<file path="config.mk">
export PLATFORM = sky130hd
export DESIGN_NAME = atmega_io_arb
export DESIGN_NICKNAME = d
export VERILOG_FILES = /design/src/rtl/atmega_io_arb.sv
export SDC_FILE = /design/constraint.sdc
export NUM_CORES = 1
export LEC_CHECK = 0
export CORE_ASPECT_RATIO = 2
export CORE_UTILIZATION = 40
export DETAILED_ROUTE_END_ITERATION = 10
export DONT_BUFFER_PORTS = 1
export PLACE_DENSITY_LB_ADDON = 0.15
export REMOVE_ABC_BUFFERS = 1
export SLEW_MARGIN = 20
export SYNTH_ARGS = -nofsm -noshare
export SYNTH_HDL_FRONTEND = slang
export SYNTH_SLANG_ARGS = --single-unit
</file>
<file path="constraint.sdc">
create_clock -name clk -period 1.8 [get_ports clk]
set_clock_uncertainty 0.15 [all_clocks]
set_input_delay 0.27 -clock clk [delete_from_list [all_inputs] [get_ports clk]]
set_output_delay 0.27 -clock clk [all_outputs]
set_load 0.05 [all_outputs]
</file>
<file path="src/rtl/atmega_io_arb.sv">
// -----------------------------------------------------------------------------
// atmega_io_arb
//
// Two-requester arbiter and access sequencer for the 6-bit ATmega I/O register
// bus. Requester 0 (CPU core) and requester 1 (auxiliary master) share one
// peripheral bus. Each accepted request becomes exactly one single-cycle rd or
// wr strobe, followed by a one-cycle acknowledge to the winning requester.
//
// Sequence per transaction: IDLE (arbitrate, latch) -> ACCESS (strobe high,
// capture read data) -> DONE (ack high, update last-granted) -> IDLE.
//
// Ports
//   clk                 system clock, rising edge
//   rst                 asynchronous active-low reset
//   m0_req/m1_req       access request, held until the matching ack
//   m0_wr/m1_wr         1 = write, 0 = read
//   m0_addr/m1_addr     register address
//   m0_wdata/m1_wdata   write data
//   m0_ack/m1_ack       one-cycle completion pulse
//   m0_rdata/m1_rdata   read data, valid while ack is high
//   addr                peripheral address (holds last latched value)
//   wr/rd               peripheral write/read strobes
//   bus_in              data to peripheral (holds last latched value)
//   bus_out             data from peripheral, combinationally valid during rd
//
// Parameters
//   BUS_ADDR_DATA_LEN   address width
//   ARB_MODE            "RR" = round-robin, "FIXED" = requester 0 always wins
// -----------------------------------------------------------------------------
module atmega_io_arb #(
  parameter int unsigned BUS_ADDR_DATA_LEN = 6,
  parameter string       ARB_MODE          = "RR"
) (
  input  logic                         clk,
  input  logic                         rst,
  input  logic                         m0_req,
  input  logic                         m0_wr,
  input  logic [BUS_ADDR_DATA_LEN-1:0] m0_addr,
  input  logic [7:0]                   m0_wdata,
  output logic                         m0_ack,
  output logic [7:0]                   m0_rdata,
  input  logic                         m1_req,
  input  logic                         m1_wr,
  input  logic [BUS_ADDR_DATA_LEN-1:0] m1_addr,
  input  logic [7:0]                   m1_wdata,
  output logic                         m1_ack,
  output logic [7:0]                   m1_rdata,
  output logic [BUS_ADDR_DATA_LEN-1:0] addr,
  output logic                         wr,
  output logic                         rd,
  output logic [7:0]                   bus_in,
  input  logic [7:0]                   bus_out
);

  typedef enum logic [1:0] {
    IDLE   = 2'd0,
    ACCESS = 2'd1,
    DONE   = 2'd2
  } state_e;

  localparam bit FixedMode = (ARB_MODE == "FIXED");

  state_e                       state_q, state_d;
  logic [BUS_ADDR_DATA_LEN-1:0] addr_q, addr_d;
  logic [7:0]                   bus_in_q, bus_in_d;
  logic                         wr_q, wr_d;
  logic                         rd_q, rd_d;
  logic                         m0_ack_q, m0_ack_d;
  logic                         m1_ack_q, m1_ack_d;
  logic [7:0]                   m0_rdata_q, m0_rdata_d;
  logic [7:0]                   m1_rdata_q, m1_rdata_d;
  logic                         sel_q, sel_d;    // current winner: 0 = m0, 1 = m1
  logic                         last_q, last_d;  // last granted:   0 = m0, 1 = m1
  logic                         pick_m1;

  // Winner selection. Only consulted in IDLE when at least one req is high.
  // In round-robin mode m1 takes a tie only when m0 was served last.
  always_comb begin
    if (FixedMode) pick_m1 = ~m0_req;
    else           pick_m1 = m1_req & (~m0_req | ~last_q);
  end

  // NOTE: every signal written here gets a default first, so no path through
  // the case statement can leave one unassigned and infer a latch.
  always_comb begin
    state_d    = state_q;
    addr_d     = addr_q;
    bus_in_d   = bus_in_q;
    wr_d       = 1'b0;
    rd_d       = 1'b0;
    m0_ack_d   = 1'b0;
    m1_ack_d   = 1'b0;
    m0_rdata_d = m0_rdata_q;
    m1_rdata_d = m1_rdata_q;
    sel_d      = sel_q;
    last_d     = last_q;

    unique case (state_q)
      IDLE: begin
        if (m0_req || m1_req) begin
          sel_d    = pick_m1;
          addr_d   = pick_m1 ? m1_addr  : m0_addr;
          bus_in_d = pick_m1 ? m1_wdata : m0_wdata;
          wr_d     = pick_m1 ? m1_wr    : m0_wr;
          rd_d     = pick_m1 ? ~m1_wr   : ~m0_wr;
          state_d  = ACCESS;
        end
      end
      ACCESS: begin
        // The strobe registers already encode the latched direction.
        if (rd_q) begin
          if (sel_q) m1_rdata_d = bus_out;
          else       m0_rdata_d = bus_out;
        end
        m0_ack_d = ~sel_q;
        m1_ack_d = sel_q;
        state_d  = DONE;
      end
      DONE: begin
        last_d  = sel_q;
        state_d = IDLE;
      end
      default: state_d = IDLE;
    endcase
  end

  // NOTE: sequential state is updated only with non-blocking assignments so
  // every register samples the pre-edge values computed above.
  always_ff @(posedge clk or negedge rst) begin
    if (!rst) begin
      state_q    <= IDLE;
      addr_q     <= '0;
      bus_in_q   <= '0;
      wr_q       <= 1'b0;
      rd_q       <= 1'b0;
      m0_ack_q   <= 1'b0;
      m1_ack_q   <= 1'b0;
      m0_rdata_q <= '0;
      m1_rdata_q <= '0;
      sel_q      <= 1'b0;
      last_q     <= 1'b1;  // m0 wins the first tie after reset
    end else begin
      state_q    <= state_d;
      addr_q     <= addr_d;
      bus_in_q   <= bus_in_d;
      wr_q       <= wr_d;
      rd_q       <= rd_d;
      m0_ack_q   <= m0_ack_d;
      m1_ack_q   <= m1_ack_d;
      m0_rdata_q <= m0_rdata_d;
      m1_rdata_q <= m1_rdata_d;
      sel_q      <= sel_d;
      last_q     <= last_d;
    end
  end

  assign addr     = addr_q;
  assign bus_in   = bus_in_q;
  assign wr       = wr_q;
  assign rd       = rd_q;
  assign m0_ack   = m0_ack_q;
  assign m1_ack   = m1_ack_q;
  assign m0_rdata = m0_rdata_q;
  assign m1_rdata = m1_rdata_q;

endmodule

</file>
==> flow_summary_export.csv <==
group,metric,value,unit
timing,layout_min_cycle_time,1.725,ns
clocking,cts_made_buffers,5,
synthesis,synth_area,1673,um^2
setup_path,rr_worst_depth,4,
die,initial_core_util,0.4263,
synthesis,synthSimpleGateAreaFrac,0.04188,
setup_path,arrival,1.74,ns
final_layout,finalNetCount,161,
synthesis,yosysTopAreaCell,"dfrtp_1",
setup_path,r2r-end,"addr[5]$_DFFE_PN0P_",
final_layout,drive_above_1_share,0.5083,
die,dieArea,4461,um^2
clocking,clkLatencyLatePin,0.27,ns
clocking,cts_setup_buffers,0,
clocking,cts_tree,"built",
grt,gr-total-overflow,0,
setup_path,worstSetupEndpointType,"flip-flop",
timing,max_freq,579.6,MHz
drt,ant_nets,0,
final_layout,syn2layout_area_growth,16.45,%
setup_path,r2r-start,"last_q$_DFFE_PN1N_",
clocking,clock-sinks,38,
synthesis,yosysUniqueCellTypes,20,
drt,routedWlPerCell,17.61,um
grt,first_global_vias,961,
timing,slew_headroom,0.6550,
drt,vias,900,
final_layout,n_antenna_cell,0,
clocking,cts.clk_slew.worst_paths,0.07,ns
setup_path,critPathRequiredTime,1.81,ns
drt,drtIter0Drc,9,
timing,rsz0062_at_grt,"no",
setup_path,endpoint,"addr[5]$_DFFE_PN0P_",
placed_design,portBuffers,0,
drt,avgViaCountPerCell,5.263,
timing,drv_slew,0,
setup_path,slowest_delay,0.53,ns
die,rows,32,
placed_design,gp_congestion,0.6922,
setup_path,reg2reg_slack,0.07,ns
synthesis,synth_seq_cells,38,
setup_path,crit_path_top_delay_cell,"dfstp_2",
timing,setup_ws,0.07461,ns
drt,first_pass_iters,4,
die,ios,76,
die,die_width,47.73,um
min_path,worstHoldPathType,"primary input to flip-flop",
synthesis,synth_top_family_by_area,"multiplexers",
die,die_y,93.46,um
synthesis,synthTopCellsByArea,"dfrtp_1 55%, mux2_2 19%, mux2_4 14%",
drt,remaining_drc_errors,0,
grt,grt_usage,0.1444,
grt,antenna_found_initial,0,
setup_path,worstPathMaxFanout,16,
setup_path,critPathMostFrequentCell,"mux2_2",
synthesis,avgSynthCellArea,16.40,um^2
setup_path,critPathLaunchType,"flip-flop",
synthesis,synthAdderAreaFrac,0,
timing,min_period_over_period,0.9586,
clocking,htree_levels,2,
synthesis,synthMuxAreaShare,0.3381,
setup_path,cp_cell_sequence,"a21bo_1 > buf_12 > mux2_2 > mux2_2",
min_path,hold_depth,2,
clocking,clockBufferDepth,2,
drt,routed_wl,3012,um
synthesis,synth.top_cell.area_share,0.5535,
synthesis,synth_xor_area_frac,0,
die,core,3924,um^2
synthesis,seq_area_frac_synth,0.5692,
clocking,cts_root_buf,"clkbuf_8",
setup_path,worst-setup-path-type,"flip-flop to flip-flop",
synthesis,synth_warnings,0,
final_layout,fillerInstances,372,
run_status,status,"completed",
job,drv_cap,0,
grt,grt_first_pass_wirelength,4554,um
timing,worstMarginPinSlew,0.5176,ns
setup_path,crit_path_start,"last_q$_DFFE_PN1N_",
timing,setup_viol,0,
grt,grt_max_degree,39,
synthesis,synth_compound_area_frac,0.01870,
timing,tns,0,ns
placed_design,post-place-ws,0.07610,ns
placed_design,dp_hpwl,2167,um
timing,hold_viol,0,
synthesis,postSynthCellCount,102,
cell families (layout without fill, tap and decap cells):
| logic type | count (synthesis) | after routing |
|---|---|---|
| AOI/OAI and AO/OA | 4 | 4 |
| buffers and inverters | 6 | 24 |
| DFF | 38 | 38 |
| muxes | 45 | 45 |
| and+or+nand+nor | 9 | 9 |
metal layers:
metal	routed length (um)	part of all wire	vias to the layer above	track usage
li1	-	-	394	-
met1	1017	0.34	445	0.1468
met2	1707	0.57	55	0.2523
met3	232	0.077	6	0.04054
met4	55	0.018	0	0.06481
met5	0	0	-	0
state kept, by name, summed over array words and instances, names as in the netlist:
| name | flops |
|---|---|
| bus_in | 8 |
| m0_rdata | 8 |
| m1_rdata | 8 |
| addr | 6 |
| state_q | 2 |
| last_q | 1 |
| m0_ack | 1 |
| m1_ack | 1 |
| rd | 1 |
| sel_q | 1 |
| wr | 1 |
area by class of cell:
type | instances | area [um^2] | share of cell area
inverters | 2 | 7.507 | 0.003854
clock buffers | 7 | 86.33 | 0.04432
clock inverters | 1 | 5.005 | 0.002569
repair buffers | 14 | 165.2 | 0.08478
multi-input cells | 58 | 668.1 | 0.3430
flip-flops and latches | 38 | 952.2 | 0.4888
well taps | 51 | 63.81 | 0.03276
synth_stat cells:
| cell type | n |
|---|---|
| a21bo_1 | 1 |
| and2_1 | 3 |
| and3_1 | 1 |
| buf_12 | 1 |
| buf_4 | 2 |
| buf_6 | 1 |
| dfrtp_1 | 37 |
| dfstp_2 | 1 |
| inv_1 | 2 |
| mux2_2 | 28 |
| mux2_4 | 16 |
| mux2i_1 | 1 |
| nand3_2 | 1 |
| nor2_1 | 1 |
| nor2b_1 | 1 |
| nor2b_2 | 1 |
| nor3_4 | 1 |
| o21ai_0 | 1 |
| o31ai_1 | 1 |
| o32ai_1 | 1 |
critical path: cells and delay by family (launching register included):
kind	cells	cell delay (ns)
mux	2	0.62
flops	1	0.53
compound gates	1	0.15
buf+inv	1	0.17
repair_timing:
item / in CTS / in global routing
endpoints found under the setup margin: 0 / 7
resized for setup: 0 / 1
hold buffers: 10 / 0
endpoints found under the hold margin: 54 / 0
cell usage in the layout (no fill, tap or decap):
cell type | Yosys | layout
clkbuf_1 | 0 | 1
o21ai_0 | 1 | 1
a21bo_1 | 1 | 1
buf_12 | 1 | 3
nor3_4 | 1 | 1
nand3_2 | 1 | 1
dfstp_2 | 1 | 1
clkbuf_8 | 0 | 6
buf_4 | 2 | 2
clkinv_2 | 0 | 1
mux2_2 | 28 | 28
inv_1 | 2 | 2
and2_1 | 3 | 3
nor2_1 | 1 | 1
mux2i_1 | 1 | 1
and3_2 | 0 | 1
dfrtp_1 | 37 | 37
nor2b_2 | 1 | 1
mux2_4 | 16 | 16
dlygate4sd3_1 | 0 | 9
o31ai_1 | 1 | 1
o32ai_1 | 1 | 1
nor2b_1 | 1 | 1
metrics by stage:
| stage | hold slack [ns] | instances | instance area [um^2] | util |
|---|---|---|---|---|
| floorplan | -0.1756 | 98 | 1627 | - |
| global placement | -0.1749 | 153 | 1745 | 0.4448 |
| detailed placement | -0.1749 | 153 | 1745 | 0.4448 |
| CTS | 0.04826 | 171 | 1947 | 0.4962 |
| global route | 0.07489 | 171 | 1948 | 0.4965 |
| finish | 0.04808 | 171 | 1948 | 0.4965 |
worst min-delay path by stage:
stage                     startpoint                 endpoint  slack [ns]
after floorplan                  rst      addr[0]$_DFFE_PN0P_       -0.18
final                          m1_wr             wr$_DFF_PN0_        0.05
after global routing           m1_wr             wr$_DFF_PN0_        0.07
after CTS                      m1_wr             wr$_DFF_PN0_        0.05
after detailed placement         rst  m0_rdata[2]$_DFFE_PN0P_       -0.17
after global placement           rst         m1_ack$_DFF_PN0_       -0.17
Power is left out: the tool's default activity adds up to more than one toggle a clock period on the data nets, which glitch-free logic cannot reach.
